--- src/rtl/vga_timing_gen.sv ---
// vga_timing_gen: two-mode parametrised VGA raster timing generator.
// Holds two complete timing sets, switches mode only at the frame wrap,
// and registers every output from the next counter state so sync, blanking,
// coordinates and strobes all describe the presented h_count/v_count.

module vga_timing_gen #(
    parameter int CW      = 11,
    parameter int H0_SW   = 136,
    parameter int H0_BP   = 160,
    parameter int H0_ACT  = 1024,
    parameter int H0_FP   = 24,
    parameter int V0_SW   = 6,
    parameter int V0_BP   = 29,
    parameter int V0_ACT  = 768,
    parameter int V0_FP   = 3,
    parameter int H1_SW   = 96,
    parameter int H1_BP   = 48,
    parameter int H1_ACT  = 640,
    parameter int H1_FP   = 16,
    parameter int V1_SW   = 2,
    parameter int V1_BP   = 33,
    parameter int V1_ACT  = 480,
    parameter int V1_FP   = 10,
    parameter bit HS_POL  = 1'b0,
    parameter bit VS_POL  = 1'b0
) (
    input  logic          clk_65M,
    input  logic          clear,
    input  logic          en,
    input  logic          mode_sel,
    output logic [CW-1:0] h_count,
    output logic [CW-1:0] v_count,
    output logic          h_sync,
    output logic          v_sync,
    output logic          vid_on,
    output logic [CW-1:0] pix_x,
    output logic [CW-1:0] pix_y,
    output logic          line_start,
    output logic          frame_start,
    output logic          mode_act
);

    // Segment boundaries per mode, all as CW-bit positions.
    localparam logic [CW-1:0] H0_LAST    = CW'(H0_SW + H0_BP + H0_ACT + H0_FP - 1);
    localparam logic [CW-1:0] V0_LAST    = CW'(V0_SW + V0_BP + V0_ACT + V0_FP - 1);
    localparam logic [CW-1:0] H1_LAST    = CW'(H1_SW + H1_BP + H1_ACT + H1_FP - 1);
    localparam logic [CW-1:0] V1_LAST    = CW'(V1_SW + V1_BP + V1_ACT + V1_FP - 1);

    localparam logic [CW-1:0] H0_SYNC_END = CW'(H0_SW);
    localparam logic [CW-1:0] H0_ACT_BEG  = CW'(H0_SW + H0_BP);
    localparam logic [CW-1:0] H0_ACT_END  = CW'(H0_SW + H0_BP + H0_ACT);
    localparam logic [CW-1:0] V0_SYNC_END = CW'(V0_SW);
    localparam logic [CW-1:0] V0_ACT_BEG  = CW'(V0_SW + V0_BP);
    localparam logic [CW-1:0] V0_ACT_END  = CW'(V0_SW + V0_BP + V0_ACT);

    localparam logic [CW-1:0] H1_SYNC_END = CW'(H1_SW);
    localparam logic [CW-1:0] H1_ACT_BEG  = CW'(H1_SW + H1_BP);
    localparam logic [CW-1:0] H1_ACT_END  = CW'(H1_SW + H1_BP + H1_ACT);
    localparam logic [CW-1:0] V1_SYNC_END = CW'(V1_SW);
    localparam logic [CW-1:0] V1_ACT_BEG  = CW'(V1_SW + V1_BP);
    localparam logic [CW-1:0] V1_ACT_END  = CW'(V1_SW + V1_BP + V1_ACT);

    localparam logic [CW-1:0] ZERO = '0;
    localparam logic [CW-1:0] ONE  = CW'(1);

    logic [CW-1:0] h_last;
    logic [CW-1:0] v_last;
    logic          at_line_end;
    logic          at_frame_end;

    logic [CW-1:0] h_nxt;
    logic [CW-1:0] v_nxt;
    logic          mode_nxt;
    logic          line_start_nxt;
    logic          frame_start_nxt;

    logic [CW-1:0] hs_end_n;
    logic [CW-1:0] ha_beg_n;
    logic [CW-1:0] ha_end_n;
    logic [CW-1:0] vs_end_n;
    logic [CW-1:0] va_beg_n;
    logic [CW-1:0] va_end_n;

    logic          h_in_act;
    logic          v_in_act;
    logic          h_sync_nxt;
    logic          v_sync_nxt;
    logic          vid_on_nxt;
    logic [CW-1:0] pix_x_nxt;
    logic [CW-1:0] pix_y_nxt;

    // Wrap points of the mode currently driving the raster.
    always_comb begin
        h_last = mode_act ? H1_LAST : H0_LAST;
        v_last = mode_act ? V1_LAST : V0_LAST;
        at_line_end  = (h_count == h_last);
        at_frame_end = at_line_end && (v_count == v_last);
    end

    // Next counter/mode state; en=0 holds everything and suppresses strobes.
    always_comb begin
        h_nxt           = h_count;
        v_nxt           = v_count;
        mode_nxt        = mode_act;
        line_start_nxt  = 1'b0;
        frame_start_nxt = 1'b0;
        if (en) begin
            if (at_line_end) begin
                h_nxt          = ZERO;
                line_start_nxt = 1'b1;
                if (at_frame_end) begin
                    v_nxt           = ZERO;
                    mode_nxt        = mode_sel;
                    frame_start_nxt = 1'b1;
                end else begin
                    v_nxt = v_count + ONE;
                end
            end else begin
                h_nxt = h_count + ONE;
            end
        end
    end

    // Segment boundaries of the mode that will own the next position; this
    // is what lets the first pixel of a new frame already use the new mode.
    always_comb begin
        hs_end_n = mode_nxt ? H1_SYNC_END : H0_SYNC_END;
        ha_beg_n = mode_nxt ? H1_ACT_BEG  : H0_ACT_BEG;
        ha_end_n = mode_nxt ? H1_ACT_END  : H0_ACT_END;
        vs_end_n = mode_nxt ? V1_SYNC_END : V0_SYNC_END;
        va_beg_n = mode_nxt ? V1_ACT_BEG  : V0_ACT_BEG;
        va_end_n = mode_nxt ? V1_ACT_END  : V0_ACT_END;
    end

    // Decode the next position into sync, blanking and active coordinates.
    always_comb begin
        h_in_act   = (h_nxt >= ha_beg_n) && (h_nxt < ha_end_n);
        v_in_act   = (v_nxt >= va_beg_n) && (v_nxt < va_end_n);
        vid_on_nxt = h_in_act && v_in_act;
        h_sync_nxt = (h_nxt < hs_end_n) ? HS_POL : ~HS_POL;
        v_sync_nxt = (v_nxt < vs_end_n) ? VS_POL : ~VS_POL;
        pix_x_nxt  = vid_on_nxt ? (h_nxt - ha_beg_n) : ZERO;
        pix_y_nxt  = vid_on_nxt ? (v_nxt - va_beg_n) : ZERO;
    end

    // Register state and every output together so they stay aligned.
    always_ff @(posedge clk_65M or posedge clear) begin
        if (clear) begin
            h_count     <= ZERO;
            v_count     <= ZERO;
            mode_act    <= 1'b0;
            h_sync      <= HS_POL;
            v_sync      <= VS_POL;
            vid_on      <= 1'b0;
            pix_x       <= ZERO;
            pix_y       <= ZERO;
            line_start  <= 1'b0;
            frame_start <= 1'b0;
        end else begin
            h_count     <= h_nxt;
            v_count     <= v_nxt;
            mode_act    <= mode_nxt;
            h_sync      <= h_sync_nxt;
            v_sync      <= v_sync_nxt;
            vid_on      <= vid_on_nxt;
            pix_x       <= pix_x_nxt;
            pix_y       <= pix_y_nxt;
            line_start  <= line_start_nxt;
            frame_start <= frame_start_nxt;
        end
    end

endmodule

--- config.mk ---
export PLATFORM = sky130hd
export DESIGN_NAME = vga_timing_gen
export DESIGN_NICKNAME = d
export VERILOG_FILES = /design/src/rtl/vga_timing_gen.sv
export SDC_FILE = /design/constraint.sdc
export NUM_CORES = 1
export LEC_CHECK = 0
export CAP_MARGIN = 15
export CORE_MARGIN = 10
export CORE_UTILIZATION = 65
export CTS_CLUSTER_DIAMETER = 50
export DETAILED_ROUTE_END_ITERATION = 8
export DONT_BUFFER_PORTS = 1
export PLACE_DENSITY = 0.81
export SYNTH_ARGS = -nofsm -noshare
export SYNTH_HDL_FRONTEND = slang
export SYNTH_SLANG_ARGS = --single-unit
--- constraint.sdc ---
create_clock -name clk_65M -period 9 [get_ports clk_65M]
set_clock_uncertainty 0.05 [all_clocks]
set_input_delay 1.8 -clock clk_65M [delete_from_list [all_inputs] [get_ports clk_65M]]
set_output_delay 1.8 -clock clk_65M [all_outputs]
set_load 0.05 [all_outputs]
Word-level counts from Yosys, hierarchy flattened. Cells that the tools add are included.

Flip-flop bits (word level): 50. Output and inout bits: 50. Logic and storage cells: 50.

Add/subtract/negate cells: 4. $lt $le $gt $ge: 6. Equality and inequality tests: 2. Multiplexer cells: 24. Reduce and logical (&&, ||, !) cells: 4.

Operators by type and width (count): $mux 11 (9); $mux 9 (3); $add 11x1->11 const B (2); $eq 11x10->1 (1); $eq 11x11->1 (1); $ge 11x6->1 const B (1); $ge 11x9->1 (1); $lt 11x10->1 (1); $lt 11x11->1 (1); $lt 11x3->1 (1); $lt 11x8->1 (1); $sub 11x6->11 const B (1); $sub 11x9->11 (1); $mux 1 (10); $mux 8 (1); $logic_and 1x1->1 (4); $mux 3 (1).

Longest topological paths before layout. Gate-level depths: netlist of the first run.

Depth after elaboration: 11. Gate-level depth with buffers: 17. Mapped depth without buffers: 15.

Worst setup path after synthesis of the first run. Ideal clock, no wire load.

Path kind: in2reg. From: in en. To: reg pix_y[4]. Arrival: 5182 ps. Data required time: 8863 ps. Path slack: 3682 ps. Cell stages on the path: 17. Buffers on the path: 3. Cell sequence: buf_2 -> and2_4 -> o2111ai_4 -> buf_6 -> nor2_1 -> mux2_2 -> inv_1 -> ha_1 -> fa_1 -> nor2b_1 -> o21ai_0 -> o211ai_1 -> and3b_1 -> a2111o_1 -> a21o_4 -> buf_12 -> a211oi_2.

Cells in the longest elaborated chain, start to end: 6.

Ends and longest elaborated chain: from (decl) (RTL line 29) `input logic en,`; $mux 1 (*) (RTL line 107) `if (en) begin`; net mode_nxt (RTL line 73) `logic mode_nxt;`; $mux 9 (tied with other cells) (RTL line 128) `ha_beg_n = mode_nxt ? H1_ACT_BEG : H0_ACT_BEG;`; $ge 11x9->1 (tied with other cells) (RTL line 137) `h_in_act = (h_nxt >= ha_beg_n) && (h_nxt < ha_end_n);`; $logic_and 1x1->1, on equally long branches (RTL line 137, 138); $logic_and 1x1->1 (*) (RTL line 139) `vid_on_nxt = h_in_act && v_in_act;`; $mux 11 (*) (RTL line 143) `pix_y_nxt = vid_on_nxt ? (v_nxt - va_beg_n) : ZERO;`; net pix_y_nxt[4] (RTL line 90) `logic [CW-1:0] pix_y_nxt;`; to (signal assigned) (RTL line 167) `pix_y <= pix_y_nxt;`; to (decl) (RTL line 37) `output logic [CW-1:0] pix_y,`.

Mark *: on every way through the listed nets, which the timed path passes. The rest lies on a longest branch.

Final worst setup path of the first run.
From: in en. To: reg pix_x[5].

Cells in the longest elaborated chain, start to end: 6.

Ends and longest elaborated chain: $mux 1 (*) (RTL line 107); net mode_nxt (RTL line 73); $mux 9 (tied with other cells) (RTL line 128); $ge 11x9->1 (tied with other cells) (RTL line 137); $logic_and 1x1->1, on equally long branches (RTL line 137, 138); $logic_and 1x1->1 (RTL line 139); $mux 11 (*) (RTL line 142) `pix_x_nxt = vid_on_nxt ? (h_nxt - ha_beg_n) : ZERO;`; net pix_x_nxt[5] (RTL line 89) `logic [CW-1:0] pix_x_nxt;`; to (signal assigned) (RTL line 166) `pix_x <= pix_x_nxt;`; to (decl) (RTL line 36) `output logic [CW-1:0] pix_x,`.

Marked as above.

==> results of run 1 <==
[cell usage after synthesis (2+ instances only)]
| master | n | share of area |
|---|---|---|
| a21o_1 | 2 | 0.0049 |
| ha_1 | 16 | 0.066 |
| inv_1 | 12 | 0.015 |
| and4bb_2 | 2 | 0.0082 |
| o21a_1 | 4 | 0.0099 |
| nor3_2 | 13 | 0.043 |
| nor4_1 | 2 | 0.0041 |
| or4_1 | 2 | 0.0049 |
| xnor2_1 | 12 | 0.035 |
| mux2i_1 | 2 | 0.0066 |
| nor2_1 | 15 | 0.019 |
| nor3b_2 | 3 | 0.012 |
| and4_1 | 2 | 0.0058 |
| a211oi_1 | 2 | 0.0049 |
| nand2b_1 | 2 | 0.0041 |
| nor4bb_1 | 2 | 0.0066 |
| xor2_1 | 8 | 0.023 |
| and2_1 | 2 | 0.0041 |
| buf_2 | 4 | 0.0066 |
| mux2_2 | 3 | 0.011 |
| o21ai_0 | 8 | 0.013 |
| nand2_1 | 20 | 0.025 |
| o211ai_1 | 2 | 0.0049 |
| nand3_1 | 12 | 0.020 |
| a211oi_2 | 3 | 0.012 |
| nand4_1 | 5 | 0.010 |
| buf_12 | 2 | 0.013 |
| nor2b_1 | 4 | 0.0082 |
| clkbuf_1 | 3 | 0.0037 |
| a21oi_1 | 10 | 0.016 |
| or3_1 | 5 | 0.010 |
| dfrtp_1 | 50 | 0.41 |
| nor3_1 | 9 | 0.015 |
| o31ai_1 | 3 | 0.0074 |
[cells by family after synthesis]
group | after synthesis
compound gates | 55
xor+xnor | 20
fa+ha+maj | 17
buf+inv | 24
flops | 50
mux | 5
simple gates | 113
[per-layer routing]
| metal | global-route usage | wire length (um) | up-vias |
|---|---|---|---|
| li1 | - | - | 1030 |
| met1 | 0.245 | 3080 | 1046 |
| met2 | 0.269 | 3010 | 128 |
| met3 | 0.0662 | 826 | 13 |
| met4 | 0.0558 | 96 | 2 |
| met5 | 0 | 7 | - |
[state kept, by name, indices dropped and copies added, names as in the netlist]
| signal | count |
|---|---|
| frame_start | 1 |
| h_count | 11 |
| h_sync | 1 |
| line_start | 1 |
| mode_act | 1 |
| pix_x | 11 |
| pix_y | 11 |
| v_count | 11 |
| v_sync | 1 |
| vid_on | 1 |
[layout make-up]
cell class / count / area [um2]
Multi-Input combinational cell: 210 / 1640
Fill cell: 351 / 1310
Sequential cell: 50 / 1250
Clock buffer: 6 / 72.6
Tap cell: 52 / 65.1
Inverter: 13 / 53.8
Clock inverter: 2 / 37.5
Timing Repair Buffer: 1 / 7.51
[worst max-delay path by stage]
stage                         endpoint  slack (ns)  depth (start not counted)
floorplan           pix_y[4]$_DFF_PP0_        3.68                         17
global placement    pix_x[5]$_DFF_PP0_        3.66                         14
detailed placement  pix_x[5]$_DFF_PP0_        3.52                         14
CTS                 pix_x[5]$_DFF_PP0_        3.80                         14
global route        pix_x[5]$_DFF_PP0_        3.48                         14
finish              pix_x[5]$_DFF_PP0_        3.78                         14
[through the flow]
stage,hold WS (ns),std cells,utilization,setup WS (ns)
global placement,0.828,326,0.680,3.66
floorplan,0.757,284,-,3.68
finish,0.833,334,0.705,3.78
global route,0.866,334,0.705,3.48
detailed placement,0.820,326,0.680,3.52
CTS,0.844,334,0.705,3.80
[power breakdown]
| part | switching [mW] | internal (mW) |
|---|---|---|
| registers | 0.163 | 0.261 |
| logic | 0.135 | 0.0996 |
| clock network | 0.0749 | 0.0830 |
[worst reg2reg max path: cells and delay by family, from the launching register on]
family	cells	cell delay [ns]
DFF	1	0.76
AOI/OAI and AO/OA	5	1.32
and+or+nand+nor	5	1.25
adders and majority gates	3	1.01
muxes	1	0.33
buffers and inverters	1	0.17
==> impl_metrics.ini, run 1 <==
[detailed_routing]
viasPerCell = 6.64
wl_um = 7020
drtAntennaViolNets = 0
drc = 0
routed-via-count = 2219
wire_per_inst_um = 21.0
dr.first_iter.drc_count = 148
drt-pass1-iter-count = 5

[final_layout]
layout_commonest_cell = dfrtp_1
drive_gt1_frac = 0.177
n_antenna_cell = 0
layout_common_cells = dfrtp_1 (50), nand2_1 (20), ha_1 (16)
finalNetCount = 302
area.growth.synth_to_final_pct = 3.17
fin_area_um2 = 3130

[clock_tree]
ctsLongestPathBuffers = 2
post_cts_buffers = 0
cts.htree.levels = 2
cts_buffers = 5
root_buffer = clkbuf_8
clock-sinks = 50
clkSlewWorstSetupHoldPaths_ns = 0.09
cts_tree = yes
hold_buffers = 0
clkLatencyLatePin_ns = 0.31
cts.repair.resized = 0

[job]
max_cap_viol_count = 0

[grt]
grt_pass1_wl_um = 11200
track_usage = 0.183
grt_overflow_total = 0
grt_max_degree = 51
first_global_vias = 2117
antenna_found_initial = 1

[timing]
tightest_slew_ns = 0.974
maxSlewHeadroom = 0.350
setup_viol = 0
slew_viol_final = 0
maxClockFrequency_mhz = 192
period_share = 0.580
rsz0062_at_grt = no
tns_ns = 0
min_period_ns = 5.22
finalHoldViolCount = 0

[floorplanning]
io_pins = 54
die_h_um = 88.3
rows = 24
start_util = 0.683
die_w_um = 88.3
coreArea_um2 = 4440
die_area_um2 = 7800

[synthesis]
synth_cell_types = 72
synthMuxAreaShare = 0.0177
synth-adder-area-share = 0.0725
synth_fp_nets = 305
synth_seq_cells = 50
synth_top_family_by_area = simple AND/OR/NAND/NOR gates
syn_inst = 284
synth_flop_cell = dfrtp_1
synthXorXnorAreaFrac = 0.0577
synth_area_um2 = 3040
synth_area_per_cell_um2 = 10.7
ys_seq_area_frac = 0.412
synth-edff-count = 0
yosys.area_share.simple = 0.243
yosys_warnings = 0
synthArstFlopShare = 1.00
synth_compound_area_frac = 0.149

[worst_hold_path]
hold_path_class = reg -> reg
holdPathStages = 2
worstHoldStart = h_count[1]$_DFF_PP0_
hold_end = h_count[1]$_DFF_PP0_

[setup_path]
critical_path.max_fanout = 22
criticalPathCategory = in -> reg
worst-path-buf-inv = 1
slowest_delay_ns = 0.42
crit_path_cell_trace = and2_4 > o2111ai_4 > nor2_1 > mux2_2 > inv_1 > ha_1 > fa_1 > nor2b_1 > o21ai_0 > o211ai_1 > and3b_1 > a2111o_1 > a21o_4 > nor4_1
cp_slowest_cell = a2111o_1
worstReg2RegStart = h_count[0]$_DFF_PP0_
reg2reg_slack_ns = 4.02
endpoint_kind = register
r2r-end = pix_x[5]$_DFF_PP0_
reg2reg_depth = 15
worstPathRequired_ns = 9.15
startpoint = en
crit_arrival_ns = 5.37
crit_family = compound AO/OA/AOI/OAI gates
cp-start-kind = input port

[pwr]
p_leak_nw = 1.38
max-vdd-ir-drop_mv = 0.188
p_total_mw = 0.816
power.density_nw_per_um2 = 261

[place]
place_area_um2 = 3020
hpwl_um = 5260
io_buffers = 0
place_congestion = 0.964

[status]
status = finished clean
(Power assumes the default switching activity.)
==> run 2: changes to the inputs <==
--- a/config.mk
+++ b/config.mk
@@ -7,11 +7,11 @@
 export LEC_CHECK = 0
 export CAP_MARGIN = 15
 export CORE_MARGIN = 10
-export CORE_UTILIZATION = 65
+export CORE_UTILIZATION = 57
 export CTS_CLUSTER_DIAMETER = 50
 export DETAILED_ROUTE_END_ITERATION = 8
 export DONT_BUFFER_PORTS = 1
-export PLACE_DENSITY = 0.81
+export PLACE_DENSITY = 0.75
 export SYNTH_ARGS = -nofsm -noshare
 export SYNTH_HDL_FRONTEND = slang
 export SYNTH_SLANG_ARGS = --single-unit
==> constraint.sdc (replaced) <==
create_clock -name clk_65M -period 4.7 [get_ports clk_65M]
set_clock_uncertainty 0.05 [all_clocks]
set_input_delay 0.94 -clock clk_65M [delete_from_list [all_inputs] [get_ports clk_65M]]
set_output_delay 0.94 -clock clk_65M [all_outputs]
set_load 0.05 [all_outputs]
==> impl_metrics.ini, run 2 (same netlist as run 1, synthesis figures left out) <==
[floorplanning]
io_pins = 54
start_util = 0.591
die_h_um = 93.0
coreArea_um2 = 5140
rows = 26
die_w_um = 93.0
die_area_um2 = 8640

[clock_tree]
hold_buffers = 0
cts_buffers = 5
post_cts_buffers = 0
clkLatencyLatePin_ns = 0.31
cts.repair.resized = 0
cts_tree = yes
root_buffer = clkbuf_8
clkSlewWorstSetupHoldPaths_ns = 0.10
clock-sinks = 50
cts.htree.levels = 2
ctsLongestPathBuffers = 2

[timing]
fin_ws_ns = 0.412
setup_viol = 0
tns_ns = 0
tightest_slew_ns = 1.01
holdWs_ns = 0.627
finalHoldViolCount = 0
slew_viol_final = 0
maxSlewHeadroom = 0.325
rsz0062_at_grt = no
min_period_ns = 4.29
period_share = 0.912
maxClockFrequency_mhz = 233

[grt]
antenna_found_initial = 0
grt_overflow_total = 0
grt_max_degree = 51
grt_pass1_wl_um = 12200
track_usage = 0.173
first_global_vias = 2329

[final_layout]
layout_common_cells = dfrtp_1 (50), buf_4 (25), nand2_1 (20)
n_antenna_cell = 0
finalNetCount = 326
drive_gt1_frac = 0.245
area.growth.synth_to_final_pct = 10.1
layout_commonest_cell = dfrtp_1

[status]
status = finished clean

[pwr]
p_leak_nw = 1.51
p_total_mw = 1.62
power.density_nw_per_um2 = 484
max-vdd-ir-drop_mv = 0.330

[place]
io_buffers = 0
pre_cts_ws_ns = 0.294
place_congestion = 0.888
hpwl_um = 5680

[worst_hold_path]
hold_path_class = reg -> reg

[setup_path]
crit_arrival_ns = 4.44
criticalPathCategory = reg -> reg
cp-start-kind = register
critical_path.max_fanout = 22
endpoint_kind = register
worstPathRequired_ns = 4.85

[detailed_routing]
wire_per_inst_um = 19.7
drc = 0
drt-pass1-iter-count = 6
drtAntennaViolNets = 0
viasPerCell = 6.09
dr.first_iter.drc_count = 112
routed-via-count = 2288
wl_um = 7390

[job]
max_cap_viol_count = 0
==> run 2: critical path, stage by stage, from the launching register on <==
cell      delay (ns)
dfrtp_1         0.46
nor4bb_1        0.28
mux2_2          0.20
nand2_1         0.11
nor2_1          0.18
mux2_2          0.33
inv_1           0.18
ha_1            0.26
fa_1            0.38
nor2b_1         0.25
o21ai_0         0.12
o211ai_1        0.14
and3b_1         0.21
a2111o_1        0.43
a21o_4          0.31
nor4_1          0.28
==> run 2: worst paths after layout <==
kind,from,to,slack [ns],cells past startpoint
worst max-delay path,v_count[5]$_DFF_PP0_,pix_x[5]$_DFF_PP0_,0.41,15
worst min-delay path,v_count[4]$_DFF_PP0_,frame_start$_DFF_PP0_,0.63,3
worst max register to register,v_count[5]$_DFF_PP0_,pix_x[5]$_DFF_PP0_,0.41,15
worst min register to register,v_count[4]$_DFF_PP0_,frame_start$_DFF_PP0_,0.63,3
max in group asynchronous,clear,v_count[6]$_DFF_PP0_,3.29,1
min in group asynchronous,clear,pix_y[5]$_DFF_PP0_,0.70,1
==> run 2: layout make-up <==
class	instances	area, um2
fillers	439	1800
multi-input cells	210	1640
flip-flops and latches	50	1250
repair buffers	25	188
well taps	70	87.6
clock buffers	5	68.8
inverters	13	53.8
clock inverters	3	47.5
==> run 2: stage by stage <==
stage,utilization,instance area (um2),cells
5_1_grt,0.650,3340,376
3_3_place_gp,0.627,3220,368
4_1_cts,0.650,3340,376
2_1_floorplan,-,3040,284
3_5_place_dp,0.627,3220,368
6_report,0.650,3340,376
==> run 2: layer usage <==
layer,vias to the layer above,GRT usage,wire length (um)
met5,-,0,0
met4,0,0.0476,124
met3,13,0.0552,569
met2,82,0.315,3900
met1,1111,0.190,2800
li1,1082,-,-
==> run 2: report_power, final <==
part           switching [mW]  internal [mW]  leakage [nW]
combinational           0.381          0.219         0.804
clock                   0.154          0.163        0.0591
sequential              0.199          0.502         0.646
total                   0.734          0.884          1.51
==> run 3: changes to the inputs <==
--- a/config.mk
+++ b/config.mk
@@ -7,11 +7,10 @@
 export LEC_CHECK = 0
 export CAP_MARGIN = 15
 export CORE_MARGIN = 10
-export CORE_UTILIZATION = 57
+export CORE_UTILIZATION = 47
 export CTS_CLUSTER_DIAMETER = 50
 export DETAILED_ROUTE_END_ITERATION = 8
 export DONT_BUFFER_PORTS = 1
-export PLACE_DENSITY = 0.75
 export SYNTH_ARGS = -nofsm -noshare
 export SYNTH_HDL_FRONTEND = slang
 export SYNTH_SLANG_ARGS = --single-unit
==> impl_metrics.ini, run 3 (same netlist as run 1, synthesis figures left out) <==
[place]
hpwl_um = 5710
place_congestion = 0.843
dp.cells = 375
place_area_um2 = 3230
pre_cts_ws_ns = 0.270
io_buffers = 0

[clock_tree]
hold_buffers = 0
cts.repair.resized = 0
cts_tree = yes
root_buffer = clkbuf_8
clock-sinks = 50
ctsLongestPathBuffers = 2
clkLatencyLatePin_ns = 0.31
cts_buffers = 5
clkSlewWorstSetupHoldPaths_ns = 0.09
post_cts_buffers = 0
cts.htree.levels = 2

[final_layout]
multi_input_area_um2 = 1640
register_area_um2 = 1250
final_core_util = 0.533
drive_gt1_frac = 0.244
fin_area_um2 = 3360
layout_commonest_cell = dfrtp_1
area.growth.synth_to_final_pct = 10.8
finalNonFillerCells = 384
finalNetCount = 327
fillers = 578
layout_common_cells = dfrtp_1 (50), buf_4 (25), nand2_1 (20)
n_antenna_cell = 0

[detailed_routing]
dr.first_iter.drc_count = 58
wl_um = 7390
met2_length_um = 3810
drt-pass1-iter-count = 4
drc = 0
viasPerCell = 5.93
dr_wl_met3_um = 563
wire_per_inst_um = 19.2
topRoutingLayerUsed = met4
routed-via-count = 2276
wl_met1_um = 2900
drtAntennaViolNets = 0

[grt]
antenna_found_initial = 0
grt_overflow_total = 0
track_usage = 0.147
grt_pass1_wl_um = 11900
grt_max_degree = 51
first_global_vias = 2226

[timing]
period_share = 0.931
min_period_ns = 4.37
holdWs_ns = 0.465
setup_viol = 0
tns_ns = 0
tightest_slew_ns = 0.635
finalHoldViolCount = 0
maxClockFrequency_mhz = 229
slew_viol_final = 0
maxSlewHeadroom = 0.571
rsz0062_at_grt = no
fin_ws_ns = 0.326

[pwr]
p_sw_frac = 0.449
p_leak_nw = 1.51
p_total_mw = 1.60
intPower_mw = 0.881
max-vdd-ir-drop_mv = 0.292
p_sw_mw = 0.719
seqPwrFrac = 0.438
power_frac_clock = 0.191
combPwrFrac = 0.371
power.density_nw_per_um2 = 476

[floorplanning]
coreArea_um2 = 6310
die_h_um = 100
io_pins = 54
start_util = 0.481
die_w_um = 100
die_area_um2 = 10100
rows = 29

[setup_path]
crit_arrival_ns = 4.53
r2r-end = pix_x[5]$_DFF_PP0_
reg2reg_slack_ns = 0.33
endpoint_kind = register
cp-start-kind = register
reg2reg_depth = 15
worstPathRequired_ns = 4.85
cp_slowest_cell = a2111o_1
worstReg2RegStart = mode_act$_DFF_PP0_
criticalPathCategory = reg -> reg
slowest_delay_ns = 0.42
critical_path.max_fanout = 22
crit_path_cell_trace = buf_4 > and4bb_1 > o2111ai_4 > nor2_1 > mux2_2 > inv_1 > ha_1 > fa_1 > nor2b_1 > o21ai_0 > o211ai_1 > and3b_1 > a2111o_1 > a21o_4 > nor4_1

[worst_hold_path]
hold_path_class = in -> async

[status]
status = finished clean

[job]
max_cap_viol_count = 0
==> run 3: cell count changes in the layout (fill, tap and decap cells not counted) <==
cell	before	now
buf_12	0	1
clkbuf_1	0	1
clkinvlp_4	0	1
inv_6	3	1
==> run 3: how the worst max path moves through the flow <==
stage,end,startpoint,slack [ns]
after floorplan,pix_y[4]$_DFF_PP0_,en,0.24
after global placement,pix_x[5]$_DFF_PP0_,en,0.46
after detailed placement,pix_x[5]$_DFF_PP0_,en,0.27
after CTS,pix_x[5]$_DFF_PP0_,mode_act$_DFF_PP0_,0.35
after global routing,pix_x[5]$_DFF_PP0_,mode_act$_DFF_PP0_,0.02
final,pix_x[5]$_DFF_PP0_,mode_act$_DFF_PP0_,0.33
==> run 3: cell type report <==
type	instances	area share
clock buffer	6	0.0216
multi-input combinational	210	0.489
inverter	13	0.0160
tap	77	0.0286
timing repair buffer	26	0.0618
clock inverter	2	0.0112
sequential	50	0.372
==> run 3: per-layer routing <==
metal	global-route usage	vias up
met2	0.260	74
li1	-	1079
met3	0.0467	11
met5	0	-
met1	0.165	1112
met4	0.0446	0
==> run 3: worst max-delay path, delay by kind of cell, from the launching register on <==
family,cells,cell delay [ns]
AOI/OAI and AO/OA,5,1.13
adders and majority gates,2,0.65
buffers and inverters,2,0.39
DFF,1,0.41
muxes,1,0.34
and+or+nand+nor,5,1.30
==> run 3: power by group through the flow <==
stage	Sequential (mW)	Combinational (mW)	Clock [mW]
floorplan	0.802	0.426	0
global placement	0.716	0.590	0
detailed placement	0.714	0.597	0
CTS	0.706	0.600	0.317
global route	0.710	0.661	0.332
finish	0.701	0.594	0.306
